## src/rtl/branch_target_predictor.sv

```systemverilog
// Purpose     : direct-mapped BTB with 2-bit counters; fetch-side lookup, buffered resolve-side training.
// Latency     : lookup 1 cycle (registered); a queued update reaches the table one cycle per entry in RUN.
// Backpressure: upd_ready_o drops when fewer than two FIFO slots are free; an unaccepted pair is dropped (upd_drop_o).
//
// Ports:
//   clk_i, rst_i                 clock, synchronous active-high reset
//   lu_valid_i, lu_pc_i          fetch lookup request
//   pred_valid_o/taken_o/target_o  registered prediction for last cycle's lookup
//   upd_valid_i[1:0]             per-slot outcome valid (bit0 = ir0 older, bit1 = ir1 younger)
//   upd_pc0_i/upd_pc1_i          branch/jal PCs
//   upd_target0_i/upd_target1_i  resolved targets
//   upd_taken_i/upd_is_jal_i     per-slot resolved direction and JAL flag
//   upd_ready_o                  FIFO can take a full pair this cycle
//   upd_drop_o                   previous cycle's pair was discarded
//   init_busy_o                  table-clear sweep in progress

module branch_target_predictor #(
  parameter int Entries  = 16,
  parameter int TagW     = 8,
  parameter int UpdDepth = 4
) (
  input  logic        clk_i,
  input  logic        rst_i,
  input  logic        lu_valid_i,
  input  logic [31:0] lu_pc_i,
  output logic        pred_valid_o,
  output logic        pred_taken_o,
  output logic [31:0] pred_target_o,
  input  logic [1:0]  upd_valid_i,
  input  logic [31:0] upd_pc0_i,
  input  logic [31:0] upd_pc1_i,
  input  logic [31:0] upd_target0_i,
  input  logic [31:0] upd_target1_i,
  input  logic [1:0]  upd_taken_i,
  input  logic [1:0]  upd_is_jal_i,
  output logic        upd_ready_o,
  output logic        upd_drop_o,
  output logic        init_busy_o
);

  localparam int IdxW = $clog2(Entries);
  localparam int PtrW = $clog2(UpdDepth);
  localparam int CntW = PtrW + 1;

  typedef struct packed {
    logic [TagW-1:0] tag;
    logic [IdxW-1:0] idx;
    logic [30:0]     target;
    logic            taken;
    logic            is_jal;
  } upd_t;

  typedef enum logic {ST_INIT, ST_RUN} state_t;

  // ---------------------------------------------------------------- FSM
  state_t          r_state;
  state_t          w_state_nxt;
  logic [IdxW-1:0] r_sweep_idx;
  logic [IdxW-1:0] w_sweep_idx_nxt;

  always_ff @(posedge clk_i) begin
    if (rst_i) begin
      r_state     <= ST_INIT;
      r_sweep_idx <= '0;
    end else begin
      r_state     <= w_state_nxt;
      r_sweep_idx <= w_sweep_idx_nxt;
    end
  end

  always_comb begin
    w_state_nxt     = r_state;
    w_sweep_idx_nxt = r_sweep_idx;
    case (r_state)
      ST_INIT: begin
        w_sweep_idx_nxt = r_sweep_idx + IdxW'(1);
        if (r_sweep_idx == IdxW'(Entries - 1)) begin
          w_state_nxt = ST_RUN;
        end
      end
      ST_RUN: begin
        w_state_nxt = ST_RUN;
      end
    endcase
  end

  // -------------------------------------------------------------- table
  // Only valid bits need clearing; tag/target/ctr are don't-care while invalid.
  logic [Entries-1:0] r_tbl_valid;
  logic [TagW-1:0]    r_tbl_tag    [Entries];
  logic [30:0]        r_tbl_target [Entries];
  logic [1:0]         r_tbl_ctr    [Entries];

  // ------------------------------------------------------------- lookup
  logic [IdxW-1:0] w_lu_idx;
  logic [TagW-1:0] w_lu_tag;
  logic            w_lu_hit;
  logic            r_pred_valid;
  logic            r_pred_taken;
  logic [31:0]     r_pred_target;

  assign w_lu_idx = lu_pc_i[IdxW:1];
  assign w_lu_tag = lu_pc_i[IdxW+TagW:IdxW+1];
  // Gating with RUN keeps the not-yet-swept (unknown) valid bits out of the result.
  assign w_lu_hit = lu_valid_i & (r_state == ST_RUN) & r_tbl_valid[w_lu_idx]
                  & (r_tbl_tag[w_lu_idx] == w_lu_tag);

  // Reads the table contents from before this edge's write (read-old).
  always_ff @(posedge clk_i) begin
    if (rst_i) begin
      r_pred_valid  <= 1'b0;
      r_pred_taken  <= 1'b0;
      r_pred_target <= '0;
    end else begin
      r_pred_valid  <= lu_valid_i;
      r_pred_taken  <= w_lu_hit & r_tbl_ctr[w_lu_idx][1];
      r_pred_target <= w_lu_hit ? {r_tbl_target[w_lu_idx], 1'b0} : '0;
    end
  end

  assign pred_valid_o  = r_pred_valid;
  assign pred_taken_o  = r_pred_taken;
  assign pred_target_o = r_pred_target;

  // --------------------------------------------------------- update FIFO
  upd_t            r_fifo [UpdDepth];
  logic [PtrW-1:0] r_wr_ptr;
  logic [PtrW-1:0] r_rd_ptr;
  logic [CntW-1:0] r_count;
  logic            r_drop;
  logic            w_upd_ready;
  logic            w_upd_any;
  logic            w_push_en;
  logic [1:0]      w_push_n;
  logic            w_pop;
  upd_t            w_upd0;
  upd_t            w_upd1;
  upd_t            w_first;

  assign w_upd_ready = (r_count <= CntW'(UpdDepth - 2));
  assign w_upd_any   = |upd_valid_i;
  assign w_push_en   = w_upd_any & w_upd_ready;
  assign w_push_n    = {1'b0, upd_valid_i[0]} + {1'b0, upd_valid_i[1]};
  assign w_pop       = (r_state == ST_RUN) & (r_count != '0);

  assign w_upd0 = '{tag:    upd_pc0_i[IdxW+TagW:IdxW+1],
                    idx:    upd_pc0_i[IdxW:1],
                    target: upd_target0_i[31:1],
                    taken:  upd_taken_i[0],
                    is_jal: upd_is_jal_i[0]};
  assign w_upd1 = '{tag:    upd_pc1_i[IdxW+TagW:IdxW+1],
                    idx:    upd_pc1_i[IdxW:1],
                    target: upd_target1_i[31:1],
                    taken:  upd_taken_i[1],
                    is_jal: upd_is_jal_i[1]};
  // A lone ir1 takes the first free slot so the queue stays dense.
  assign w_first = upd_valid_i[0] ? w_upd0 : w_upd1;

  always_ff @(posedge clk_i) begin
    if (w_push_en & ~rst_i) begin
      r_fifo[r_wr_ptr] <= w_first;
      if (&upd_valid_i) begin
        r_fifo[r_wr_ptr + PtrW'(1)] <= w_upd1;
      end
    end
  end

  always_ff @(posedge clk_i) begin
    if (rst_i) begin
      r_wr_ptr <= '0;
      r_rd_ptr <= '0;
      r_count  <= '0;
      r_drop   <= 1'b0;
    end else begin
      if (w_push_en) begin
        r_wr_ptr <= r_wr_ptr + PtrW'(w_push_n);
      end
      if (w_pop) begin
        r_rd_ptr <= r_rd_ptr + PtrW'(1);
      end
      r_count <= r_count + (w_push_en ? CntW'(w_push_n) : '0) - CntW'(w_pop);
      r_drop  <= w_upd_any & ~w_upd_ready;
    end
  end

  assign upd_ready_o = w_upd_ready;
  assign upd_drop_o  = r_drop;
  assign init_busy_o = (r_state == ST_INIT);

  // --------------------------------------------------------- table write
  upd_t       w_head;
  logic       w_head_hit;
  logic [1:0] w_head_ctr;
  logic [1:0] w_ctr_nxt;

  assign w_head     = r_fifo[r_rd_ptr];
  assign w_head_ctr = r_tbl_ctr[w_head.idx];
  assign w_head_hit = r_tbl_valid[w_head.idx] & (r_tbl_tag[w_head.idx] == w_head.tag);

  always_comb begin
    w_ctr_nxt = w_head_ctr;
    if (w_head.taken) begin
      if (w_head.is_jal) begin
        w_ctr_nxt = 2'd3;
      end else if (w_head_hit) begin
        w_ctr_nxt = (w_head_ctr == 2'd3) ? 2'd3 : w_head_ctr + 2'd1;
      end else begin
        w_ctr_nxt = 2'd2;
      end
    end else if (w_head_ctr != 2'd0) begin
      w_ctr_nxt = w_head_ctr - 2'd1;
    end
  end

  // Sweep and drain never overlap: drain only runs in RUN.
  always_ff @(posedge clk_i) begin
    if (!rst_i) begin
      if (r_state == ST_INIT) begin
        r_tbl_valid[r_sweep_idx] <= 1'b0;
      end else if (w_pop) begin
        if (w_head.taken) begin
          r_tbl_valid[w_head.idx]  <= 1'b1;
          r_tbl_tag[w_head.idx]    <= w_head.tag;
          r_tbl_target[w_head.idx] <= w_head.target;
          r_tbl_ctr[w_head.idx]    <= w_ctr_nxt;
        end else if (w_head_hit) begin
          r_tbl_ctr[w_head.idx]    <= w_ctr_nxt;
        end
      end
    end
  end

  // PC bits outside idx/tag and target bit 0 carry no information here.
  logic w_unused;
  assign w_unused = ^{lu_pc_i[31:IdxW+TagW+1], lu_pc_i[0],
                      upd_pc0_i[31:IdxW+TagW+1], upd_pc0_i[0],
                      upd_pc1_i[31:IdxW+TagW+1], upd_pc1_i[0],
                      upd_target0_i[0], upd_target1_i[0]};

endmodule

```

## config.mk

```make
export PLATFORM = sky130hd
export DESIGN_NAME = branch_target_predictor
export DESIGN_NICKNAME = d
export VERILOG_FILES = /design/src/rtl/branch_target_predictor.sv
export SDC_FILE = /design/constraint.sdc
export NUM_CORES = 1
export LEC_CHECK = 0
export CAP_MARGIN = 0
export CORE_MARGIN = 2
export CORE_UTILIZATION = 48
export DETAILED_ROUTE_END_ITERATION = 8
export PLACE_DENSITY = 0.66
export SYNTH_ARGS = -nofsm -noshare
export SYNTH_HDL_FRONTEND = slang
export SYNTH_SLANG_ARGS = --single-unit
```

## constraint.sdc

```tcl
create_clock -name clk_i -period 8.78 [get_ports clk_i]
set_input_delay 1.317 -clock clk_i [delete_from_list [all_inputs] [get_ports clk_i]]
set_output_delay 1.317 -clock clk_i [all_outputs]
set_load 0.02 [all_outputs]
```

==> run metrics <==
worst r2r dst r_tbl_ctr[5][0]; gate count of the mapped netlist 1924; P_leak 13.9 nW; DRC viols 0; Die Wd 285 microns; routed vias/inst around 6; worst skew pair latency 650 ps; Period minus WS final roughly 5500 ps; Critical Path Fanout Max 49; Initial Util roughly 48%; Post-CTS Resized 0; M1 GR Usage between 20% and 30%; TritonCTS clock tree built; Setup WS pre-CTS roughly 3300 ps; Wirelength per Cell 27.1 microns; CP Capture Type flop; DRT antenna net count 0; H-Tree Depth 3; row cnt 103; syn nets 2104; met3 usage 4.16%; status complete, no violations; Pwr per Cell Area between 200 and 250 nW/um^2; port bufs 142; Synth cell types 50; 1st-iter DRT viols around 1.9k; Post-synth top cells 852 x edfxtp_1, 251 x mux4_2, 184 x mux2_2; clk root buf clkbuf_16; synthesized area 38000 sq um; Seq/Total Area, Yosys 69.9%; Synth Register Bits 900; Top FF cell, synth edfxtp_1; hold_sp r_rd_ptr[1]; FMAX around 0.18 GHz; Synth area leaders edfxtp_1 67%, mux4_2 15%, mux2_2 5.5%; Synth top area share approximately 67%; peak supply drop 0.159 mV; number of antenna violations at the first check in global routing 3; CTS Buffer Depth 3; die area 81400 sq um; worst slew pin tran about 1200 ps; final WL 87000 microns; final hold vios 0; Setup TNS 0 ps; vias after detailed routing approximately 19k; critical path data required time 9060 ps; largest net degree at the start of global routing 85; Die Ht 285 microns; CORE AREA 78600 sq um; HPWL after DPL 47300 microns; met2 Usage GRT 36.0%; R2R Setup Slk 3250 ps; Max-Cap Viols 0; Final Wtd Congestion 0.812; Post-synth EDFFs about 850; final worst slack ~3300 ps; top-count cell post-synth edfxtp_1; share of layout cells above drive strength 1 30.3%; n_diodes 0; WS Path Type flop to flop; RSZ-0062 raised after global routing no; CP Launch Type flop; hold path cells 2; Final Skew 35.5 ps; Reg2Reg Depth 10; syn_area_per_cell 19.7 sq um; GRT Overall Usage around 22%; first-pass GRT wire length 129000 microns; Ys Warns 0; Area Overhead vs Synth 15.1%; relative slew slack 16.5%; vias in the first global route 20.2k; CTS sink cnt 900; # IOs 206; total grt overflow 0; period utilization a little over three fifths; TritonCTS Buffers between 90 and 100; hold-fix buffers at CTS 0; Clk pin slew, worst setup/hold paths about 60 ps; asr flop ratio synth 0%; final net count 2263; fin util 55.6%; Worst Hold Class flop to flop; most area-hungry cell type in the Yosys netlist edfxtp_1; Most Crowded Layer GR met2; DR pass1 iterations 5; arrival time at the worst endpoint 5810 ps; Post-CTS Setup Bufs 0; Slew Limit Fails 0; number of setup violations in the final report 0
-- kinds of logic after synthesis --
family / Yosys count / synth area share, %
xor+xnor: 33 / 0.761
fa+ha+maj: 11 / 0.382
mux: 522 / 22.6
flops: 900 / 69.9
simple gates: 215 / 2.76
compound gates: 106 / 2.00
buf+inv: 136 / 1.55
other cells: 1 / 0.00987
-- power breakdown --
| group | switching [W] | internal (W) |
|---|---|---|
| registers | 0.0000338 | 0.00493 |
| logic | 0.000594 | 0.000387 |
| clock network | 0.00164 | 0.00229 |
-- per-layer routing --
| layer | part of all wire (%) | up-vias |
|---|---|---|
| met5 | 0 | - |
| met1 | 41 | 10200 |
| li1 | - | 8222 |
| met2 | 50 | 695 |
| met4 | 2.0 | 0 |
| met3 | 7.0 | 113 |
-- sequential cells by signal (all words and copies together) (netlist names), 2 cells and up, named ones only --
| register | count |
|---|---|
| r_rd_ptr | 2 |
| r_fifo | 180 |
| r_wr_ptr | 2 |
| r_tbl_tag | 128 |
| pred_target_o | 31 |
| r_tbl_target | 496 |
| r_tbl_valid | 16 |
| r_sweep_idx | 4 |
| r_tbl_ctr | 32 |
| r_count | 3 |
-- through the flow --
stage	total power (W)	std cells	cell area [sq um]	hold slack, ps
3_5_place_dp	0.00603	3040	40700	523
5_1_grt	0.0102	3211	43700	580
4_1_cts	0.00995	3211	43700	544
2_1_floorplan	0.00570	1924	38000	485
6_report	0.00988	3211	43700	538
3_3_place_gp	0.00599	3040	40700	516
-- cell usage in the layout (no fill, tap or decap), drive strengths merged, types with 5 or more instances in the layout --
| cell type | netlist | final |
|---|---|---|
| a211oi | 19 | 19 |
| nand2 | 58 | 58 |
| clkdlybuf4s50 | 0 | 138 |
| a21oi | 37 | 37 |
| a22oi | 16 | 16 |
| mux2 | 184 | 184 |
| buf | 47 | 42 |
| clkinv | 1 | 45 |
| and2 | 6 | 6 |
| o21ai | 9 | 9 |
| dfxtp | 48 | 48 |
| nor2 | 46 | 46 |
| xor2 | 8 | 8 |
| mux2i | 87 | 87 |
| bufinv | 0 | 11 |
| nor3 | 5 | 5 |
| inv | 21 | 25 |
| nand4 | 8 | 8 |
| nor2b | 49 | 49 |
| clkbuf | 67 | 109 |
| and3 | 8 | 8 |
| mux4 | 251 | 251 |
| xnor2 | 25 | 25 |
| nand3 | 24 | 24 |
| edfxtp | 852 | 852 |
| ha | 10 | 10 |
-- final cells by class --
| cell class | instances | area, sq um |
|---|---|---|
| clock buffer | 109 | 2410 |
| timing repair buffer | 180 | 1710 |
| sequential | 900 | 26600 |
| multi-input combinational | 888 | 11000 |
| fill | 5960 | 34900 |
| clock inverter | 62 | 647 |
| inverter | 22 | 82.6 |
| tap | 1050 | 1310 |
-- critical path, stage by stage (launching register included) --
cell	delay [ps]
dfxtp_2	330
buf_4	640
mux4_2	350
buf_4	520
nor2b_1	630
a22oi_1	210
a21oi_1	210
o22ai_1	110
nor4_1	630
o2111ai_4	410
a21oi_1	1050
-- how the worst max path moves through the flow --
stage	start	endpoint	slack (ps)
after CTS	flop	r_tbl_ctr[11][0]	3300
after detailed placement	flop	r_tbl_ctr[13][0]	3290
after global routing	flop	r_tbl_ctr[5][0]	2920
after global placement	flop	r_tbl_ctr[12][0]	3510
final	flop	r_tbl_ctr[5][0]	3250
after floorplan	upd_valid_i[0]	r_fifo[1][0]	4090
Power figures use the tool's default switching activity.
